<file path="src/rtl/count_scheduler_if.sv">
// count_scheduler_if: request/grant/count bundle between requesters and the
// shared count scheduler. The master side drives requests, the slave side
// (the scheduler) drives ownership, completion and count status.
interface count_scheduler_if #(
  parameter int NREQ = 4,
  parameter int CW   = 4
);
  logic [NREQ-1:0] req;        // level request per requester
  logic [NREQ-1:0] dir;        // 1 = count up, 0 = count down
  logic            hold;       // pauses counting while high
  logic [NREQ-1:0] grant;      // one-hot current owner
  logic [NREQ-1:0] ack;        // one-cycle completion pulse to owner
  logic            busy;       // counter owned (LOAD, RUN, DONE)
  logic [CW-1:0]   count;      // shared count value
  logic            tc;         // terminal count reached in RUN
  logic [7:0]      runs_done;  // completed-run statistic

  modport master (
    output req, dir, hold,
    input  grant, ack, busy, count, tc, runs_done
  );

  modport slave (
    input  req, dir, hold,
    output grant, ack, busy, count, tc, runs_done
  );
endinterface

</file>
<file path="src/rtl/count_scheduler.sv">
// count_scheduler: round-robin arbiter handing one shared up/down counter to
// NREQ requesters. A winner gets one LOAD cycle, a RUN phase that steps the
// count to its terminal value (pausable by hold), and a one-cycle DONE with
// ack. Dropping req before ack aborts the run without ack.
// Optional feature: define COUNT_SCHED_STATS_EN to enable the saturating
// runs_done counter; otherwise runs_done is tied to zero.
module count_scheduler #(
  parameter int NREQ      = 4,
  parameter int END_COUNT = 16,
  parameter int CW        = 4
) (
  input  logic             clk,
  input  logic             reset,   // synchronous, active-low
  count_scheduler_if.slave bus
);

  localparam int            IW  = (NREQ > 1) ? $clog2(NREQ) : 1;
  localparam logic [CW-1:0] TOP = CW'(END_COUNT - 1);

  typedef enum logic [1:0] {S_IDLE, S_LOAD, S_RUN, S_DONE} state_e;

  state_e          state_q;
  logic [NREQ-1:0] grant_q;
  logic [NREQ-1:0] ack_q;
  logic            busy_q;
  logic [CW-1:0]   count_q;
  logic            dir_q;
  logic [IW-1:0]   owner_q;
  logic [IW-1:0]   last_q;

  logic            win_found;
  logic [IW-1:0]   win_idx;
  logic [IW-1:0]   cand;
  logic            at_term;
  logic            owner_req;

  // Terminal value depends on the direction latched at grant.
  assign at_term   = dir_q ? (count_q == TOP) : (count_q == '0);
  assign owner_req = bus.req[owner_q];

  // Round-robin search: first requester after last_q, wrapping modulo NREQ.
  always_comb begin
    // NOTE: every variable gets a default before any conditional update so
    // no path leaves it unassigned, which would infer a latch.
    win_found = 1'b0;
    win_idx   = '0;
    cand      = '0;
    for (int k = 1; k <= NREQ; k++) begin
      cand = IW'((int'(last_q) + k) % NREQ);
      if (!win_found && bus.req[cand]) begin
        win_found = 1'b1;
        win_idx   = cand;
      end
    end
  end

  // Scheduler FSM with registered grant/ack/busy and the shared count.
  always_ff @(posedge clk) begin
    // NOTE: sequential state uses non-blocking assignments so every register
    // samples pre-edge values, independent of statement order.
    if (!reset) begin
      state_q <= S_IDLE;
      grant_q <= '0;
      ack_q   <= '0;
      busy_q  <= 1'b0;
      count_q <= '0;
      dir_q   <= 1'b0;
      owner_q <= '0;
      last_q  <= IW'(NREQ - 1);
    end else begin
      ack_q <= '0;
      unique case (state_q)
        S_IDLE: begin
          if (win_found) begin
            state_q <= S_LOAD;
            owner_q <= win_idx;
            grant_q <= NREQ'(1) << win_idx;
            dir_q   <= bus.dir[win_idx];
            busy_q  <= 1'b1;
          end
        end
        S_LOAD: begin
          if (!owner_req) begin
            // Abort: release without ack, count keeps its old value.
            state_q <= S_IDLE;
            grant_q <= '0;
            busy_q  <= 1'b0;
            last_q  <= owner_q;
          end else begin
            count_q <= dir_q ? '0 : TOP;
            state_q <= S_RUN;
          end
        end
        S_RUN: begin
          if (!owner_req) begin
            state_q <= S_IDLE;
            grant_q <= '0;
            busy_q  <= 1'b0;
            last_q  <= owner_q;
          end else if (!bus.hold) begin
            if (at_term) begin
              state_q <= S_DONE;
              ack_q   <= grant_q;
            end else begin
              count_q <= dir_q ? count_q + CW'(1) : count_q - CW'(1);
            end
          end
        end
        S_DONE: begin
          // No arbitration here: the next grant is decided in IDLE.
          state_q <= S_IDLE;
          grant_q <= '0;
          busy_q  <= 1'b0;
          last_q  <= owner_q;
        end
        default: state_q <= S_IDLE;
      endcase
    end
  end

  assign bus.grant = grant_q;
  assign bus.ack   = ack_q;
  assign bus.busy  = busy_q;
  assign bus.count = count_q;
  assign bus.tc    = (state_q == S_RUN) && at_term;

`ifdef COUNT_SCHED_STATS_EN
  logic [7:0] runs_done_q;

  // Count completed runs (DONE cycles only), saturating at 255.
  always_ff @(posedge clk) begin
    if (!reset) begin
      runs_done_q <= '0;
    end else if (state_q == S_DONE && runs_done_q != 8'hFF) begin
      runs_done_q <= runs_done_q + 8'd1;
    end
  end

  assign bus.runs_done = runs_done_q;
`else
  assign bus.runs_done = 8'h00;
`endif

endmodule

</file>
<file path="src/flat_wrapper.sv">
// flat-port wrapper written by rule: the top's interface ports become plain ports
module count_scheduler_flat 
#(
  parameter int NREQ      = 4,
  parameter int END_COUNT = 16,
  parameter int CW        = 4
)
  (clk, reset, bus_req, bus_dir, bus_hold, bus_grant, bus_ack, bus_busy, bus_count, bus_tc, bus_runs_done);
  count_scheduler_if #(.NREQ(NREQ), .CW(CW)) bus_i ();
  input  logic clk;
  input  logic reset;
  input wire logic [$bits(bus_i.req)-1:0] bus_req;
  input wire logic [$bits(bus_i.dir)-1:0] bus_dir;
  input wire logic [$bits(bus_i.hold)-1:0] bus_hold;
  output wire logic [$bits(bus_i.grant)-1:0] bus_grant;
  output wire logic [$bits(bus_i.ack)-1:0] bus_ack;
  output wire logic [$bits(bus_i.busy)-1:0] bus_busy;
  output wire logic [$bits(bus_i.count)-1:0] bus_count;
  output wire logic [$bits(bus_i.tc)-1:0] bus_tc;
  output wire logic [$bits(bus_i.runs_done)-1:0] bus_runs_done;
  assign bus_i.req = bus_req;
  assign bus_i.dir = bus_dir;
  assign bus_i.hold = bus_hold;
  assign bus_grant = bus_i.grant;
  assign bus_ack = bus_i.ack;
  assign bus_busy = bus_i.busy;
  assign bus_count = bus_i.count;
  assign bus_tc = bus_i.tc;
  assign bus_runs_done = bus_i.runs_done;
  count_scheduler #(.NREQ(NREQ), .END_COUNT(END_COUNT), .CW(CW)) u_core (.clk(clk), .reset(reset), .bus(bus_i));
endmodule
</file>
<file path="config.mk">
export PLATFORM = sky130hd
export DESIGN_NAME = count_scheduler_flat
export DESIGN_NICKNAME = d
export VERILOG_FILES = /design/src/rtl/count_scheduler_if.sv /design/src/rtl/count_scheduler.sv /design/src/flat_wrapper.sv
export SDC_FILE = /design/constraint.sdc
export NUM_CORES = 1
export LEC_CHECK = 0
export ABC_AREA = 1
export CELL_PAD_IN_SITES_DETAIL_PLACEMENT = 1
export CELL_PAD_IN_SITES_GLOBAL_PLACEMENT = 2
export CORE_ASPECT_RATIO = 0.5
export CORE_MARGIN = 1
export CORE_UTILIZATION = 24
export CTS_CLUSTER_SIZE = 16
export DETAILED_ROUTE_END_ITERATION = 12
export GPL_ROUTABILITY_DRIVEN = 0
export GPL_TIMING_DRIVEN = 0
export HOLD_SLACK_MARGIN = 0.05
export PLACE_DENSITY_LB_ADDON = 0.15
export SYNTH_ARGS = -nofsm -noshare
export SYNTH_HDL_FRONTEND = slang
export SYNTH_SLANG_ARGS = --single-unit
</file>
<file path="constraint.sdc">
create_clock -name clk -period 1.6 [get_ports clk]
set_input_delay 0.32 -clock clk [delete_from_list [all_inputs] [get_ports clk]]
set_output_delay 0.32 -clock clk [all_outputs]
set_load 0.01 [all_outputs]
</file>
==> flow_summary.toml <==
[outcome]
status = "complete, but fails checks"
violations = "negative setup slack"

[min_path]
hp-start = "u_core.bus.grant[1]"
hold_path_depth = 2
hold_class = "reg -> reg"

[clocking]
cts_htree_levels = 1
clk_pin_slew_worst_paths_ps = 60
cts_root_buffer = "clkbuf_16"
cts_buffers = 3
cts_tree = "built"
clock-sinks = 20
cts_buffer_depth = 2
clk_latency_ps = 250
cts_hold_buf = 0

[flow_run]
drv_cap = 0

[critical_path]
startpoint_type = "flip-flop"
end_kind = "flip-flop"
cp_max_fo = 8
worstPathArrival_ps = 1880
cp-startpoint = "u_core.last_q[1]"
worstReg2RegStart = "u_core.last_q[1]"
worstPathRequired_ps = 1790
reg2regPathDepth = 14
crit_type = "reg -> reg"

[route]
dr.pass1.iters = 4
finalWirelength_um = 4040
drc = 0
detail-route-antenna-nets = 0
viasPerCell = 4.36
drt_iter0_drc = 47
vias = 1471
wl_per_cell_um = 12.0

[placed_design]
place_inst = 317
dp_hpwl_um = 3000
port_buffers = 24
placed_cell_area_um2 = 1840

[finish]
areaGrowthSynthToFinish_pct = 59.0
finalNonFillerCells = 337
final_common_cell = "nand2_1"
fin_util = 0.411
drive_above_1_share = 0.455
final_area_um2 = 2330
num-nets-final = 282
diodes = 0
final_cell_mix = "26 x nand2_1, 24 x nand2_2, 22 x buf_4, 21 x inv_1, 19 x clkdlybuf4s50_1"

[synth]
yosysSeqAreaShare = 0.273
yosysWarnings = 0
netlist_area_um2 = 1470
synth_seq_cells = 20
netlist_instances = 213
syn_area_per_cell_um2 = 6.89
synth_cell_types = 31

[global_routing]
gr-total-overflow = 0
grt_pass1_vias = 1428
grt_max_degree = 12
grt_first_pass_wirelength_um = 6550
antenna_found_initial = 0
grt.total_usage = 0.127

[timing]
fmax_ghz = 0.589
setup_viol = 8
fin_ws_ps = -97.3
drv_slew = 0
min_period_ps = 1700
finalCritPeriodShare = 1.06
hold_violations = 0
fin_skew_ps = 1.42
grt_setup_unrepaired = "yes"

[power]
power_density_nw_per_um2 = 1840
total_leakage_power_nw = 1.05
vdd_ir_drop_max_v = 0.000441

[die]
start_util = 0.258
core_um2 = 5680
chipHeight_um = 57.3
die-width_um = 113
rows = 19
dieArea_um2 = 6450
io_pins = 33
critical path, cell delays in order (launching register included):
cell and delay (ps):
dfxtp_1 300, buf_6 140, inv_6 70, nand2_1 60
nand2_2 110, nand2_4 80, nand2_8 100, nor2_8 50
nand2_4 100, nor2_4 40, nand2_2 90, nand2_4 80
nor2_4 180, nand3_2 110, a21oi_2 120
path summary, 6_finish.rpt:
| kind | end | slack, ps |
|---|---|---|
| max | u_core.bus.grant[2] | -100 |
| min reg2reg | u_core.bus.ack[1] | 460 |
| min | u_core.bus.ack[1] | 460 |
| max reg2reg | u_core.bus.grant[2] | -100 |
area by class of cell:
type / instances / area (um2)
buffer: 11 / 90.1
inverter: 31 / 129
sequential: 20 / 422
fill: 703 / 3350
multi-input combinational: 157 / 1130
tap: 73 / 91.3
timing repair buffer: 41 / 380
clock buffer: 4 / 88.8
layer usage:
| metal | global-route usage | part of all wire |
|---|---|---|
| met3 | 0.0223 | 0.030 |
| met5 | 0 | 0 |
| met4 | 0.0229 | 0.0049 |
| met2 | 0.230 | 0.47 |
| met1 | 0.161 | 0.49 |
cells in the mapped netlist:
cell	n	area, um2
a221oi_1	1	8.76
nand4_1	4	25.0
clkbuf_1	1	3.75
o211a_1	1	10.0
nand3_1	19	95.1
ha_1	5	62.6
nand2_1	46	173
a211oi_1	1	7.51
inv_4	1	6.26
inv_2	3	11.3
buf_4	9	67.6
a21boi_2	1	11.3
and3_1	1	6.26
nor2_1	13	48.8
nor3_1	1	5.00
a21oi_1	16	80.1
fa_1	1	20.0
nor2_2	1	6.26
inv_1	27	101
o21ai_0	11	55.1
buf_8	1	15.0
nand2_2	12	75.1
dfxtp_1	20	400
nand3b_1	2	15.0
nor2_8	1	20.0
conb_1	1	3.75
xor2_1	2	17.5
buf_6	1	11.3
nor2_4	1	11.3
o211ai_1	2	15.0
nand2_4	7	78.8
metrics by stage:
step                hold slack (ps)  worst slack [ps]  TNS (ps)  power [mW]
finish                          462             -97.3      -544        4.29
global route                    479              -227     -1700        4.64
CTS                             461              -141     -1090        3.92
detailed placement              449              -568     -8330        2.84
global placement                447              -566     -7900        2.81
floorplan                       456              1.96         0        2.28
state kept, by name, summed over array words and instances, names as in the netlist:
register and cells:
u_core.bus.ack 4, u_core.bus.count 4, u_core.bus.grant 4, u_core.last_q 2, u_core.owner_q 2, u_core.state_q 2
u_core.bus.busy 1, u_core.dir_q 1
cells by family (layout without fill, tap and decap cells):
| kind of cell | count (synthesis) | in the layout | share of synthesized area |
|---|---|---|---|
| AOI/OAI and AO/OA | 33 | 33 | 0.128 |
| xor gates and xnor gates | 2 | 2 | 0.0119 |
| adders and majority gates | 6 | 6 | 0.0563 |
| buffers and inverters | 43 | 87 | 0.147 |
| DFF | 20 | 20 | 0.273 |
| other | 1 | 8 | 0.00256 |
| and+or+nand+nor | 108 | 108 | 0.381 |
where the power goes:
part / total [mW] / switching, mW / internal, mW / leakage, nW
combinational: 2.85 / 1.59 / 1.27 / 0.836
clock: 0.566 / 0.185 / 0.381 / 0.0442
sequential: 0.869 / 0.193 / 0.676 / 0.168
what timing repair did:
action                                  CTS  global route
gates resized for setup                  44            53
gates cloned                              0             0
endpoints found under the setup margin   16            15
pin swaps                                10            17
buffers inserted                          9             8
Power figures use the tool's default switching activity.
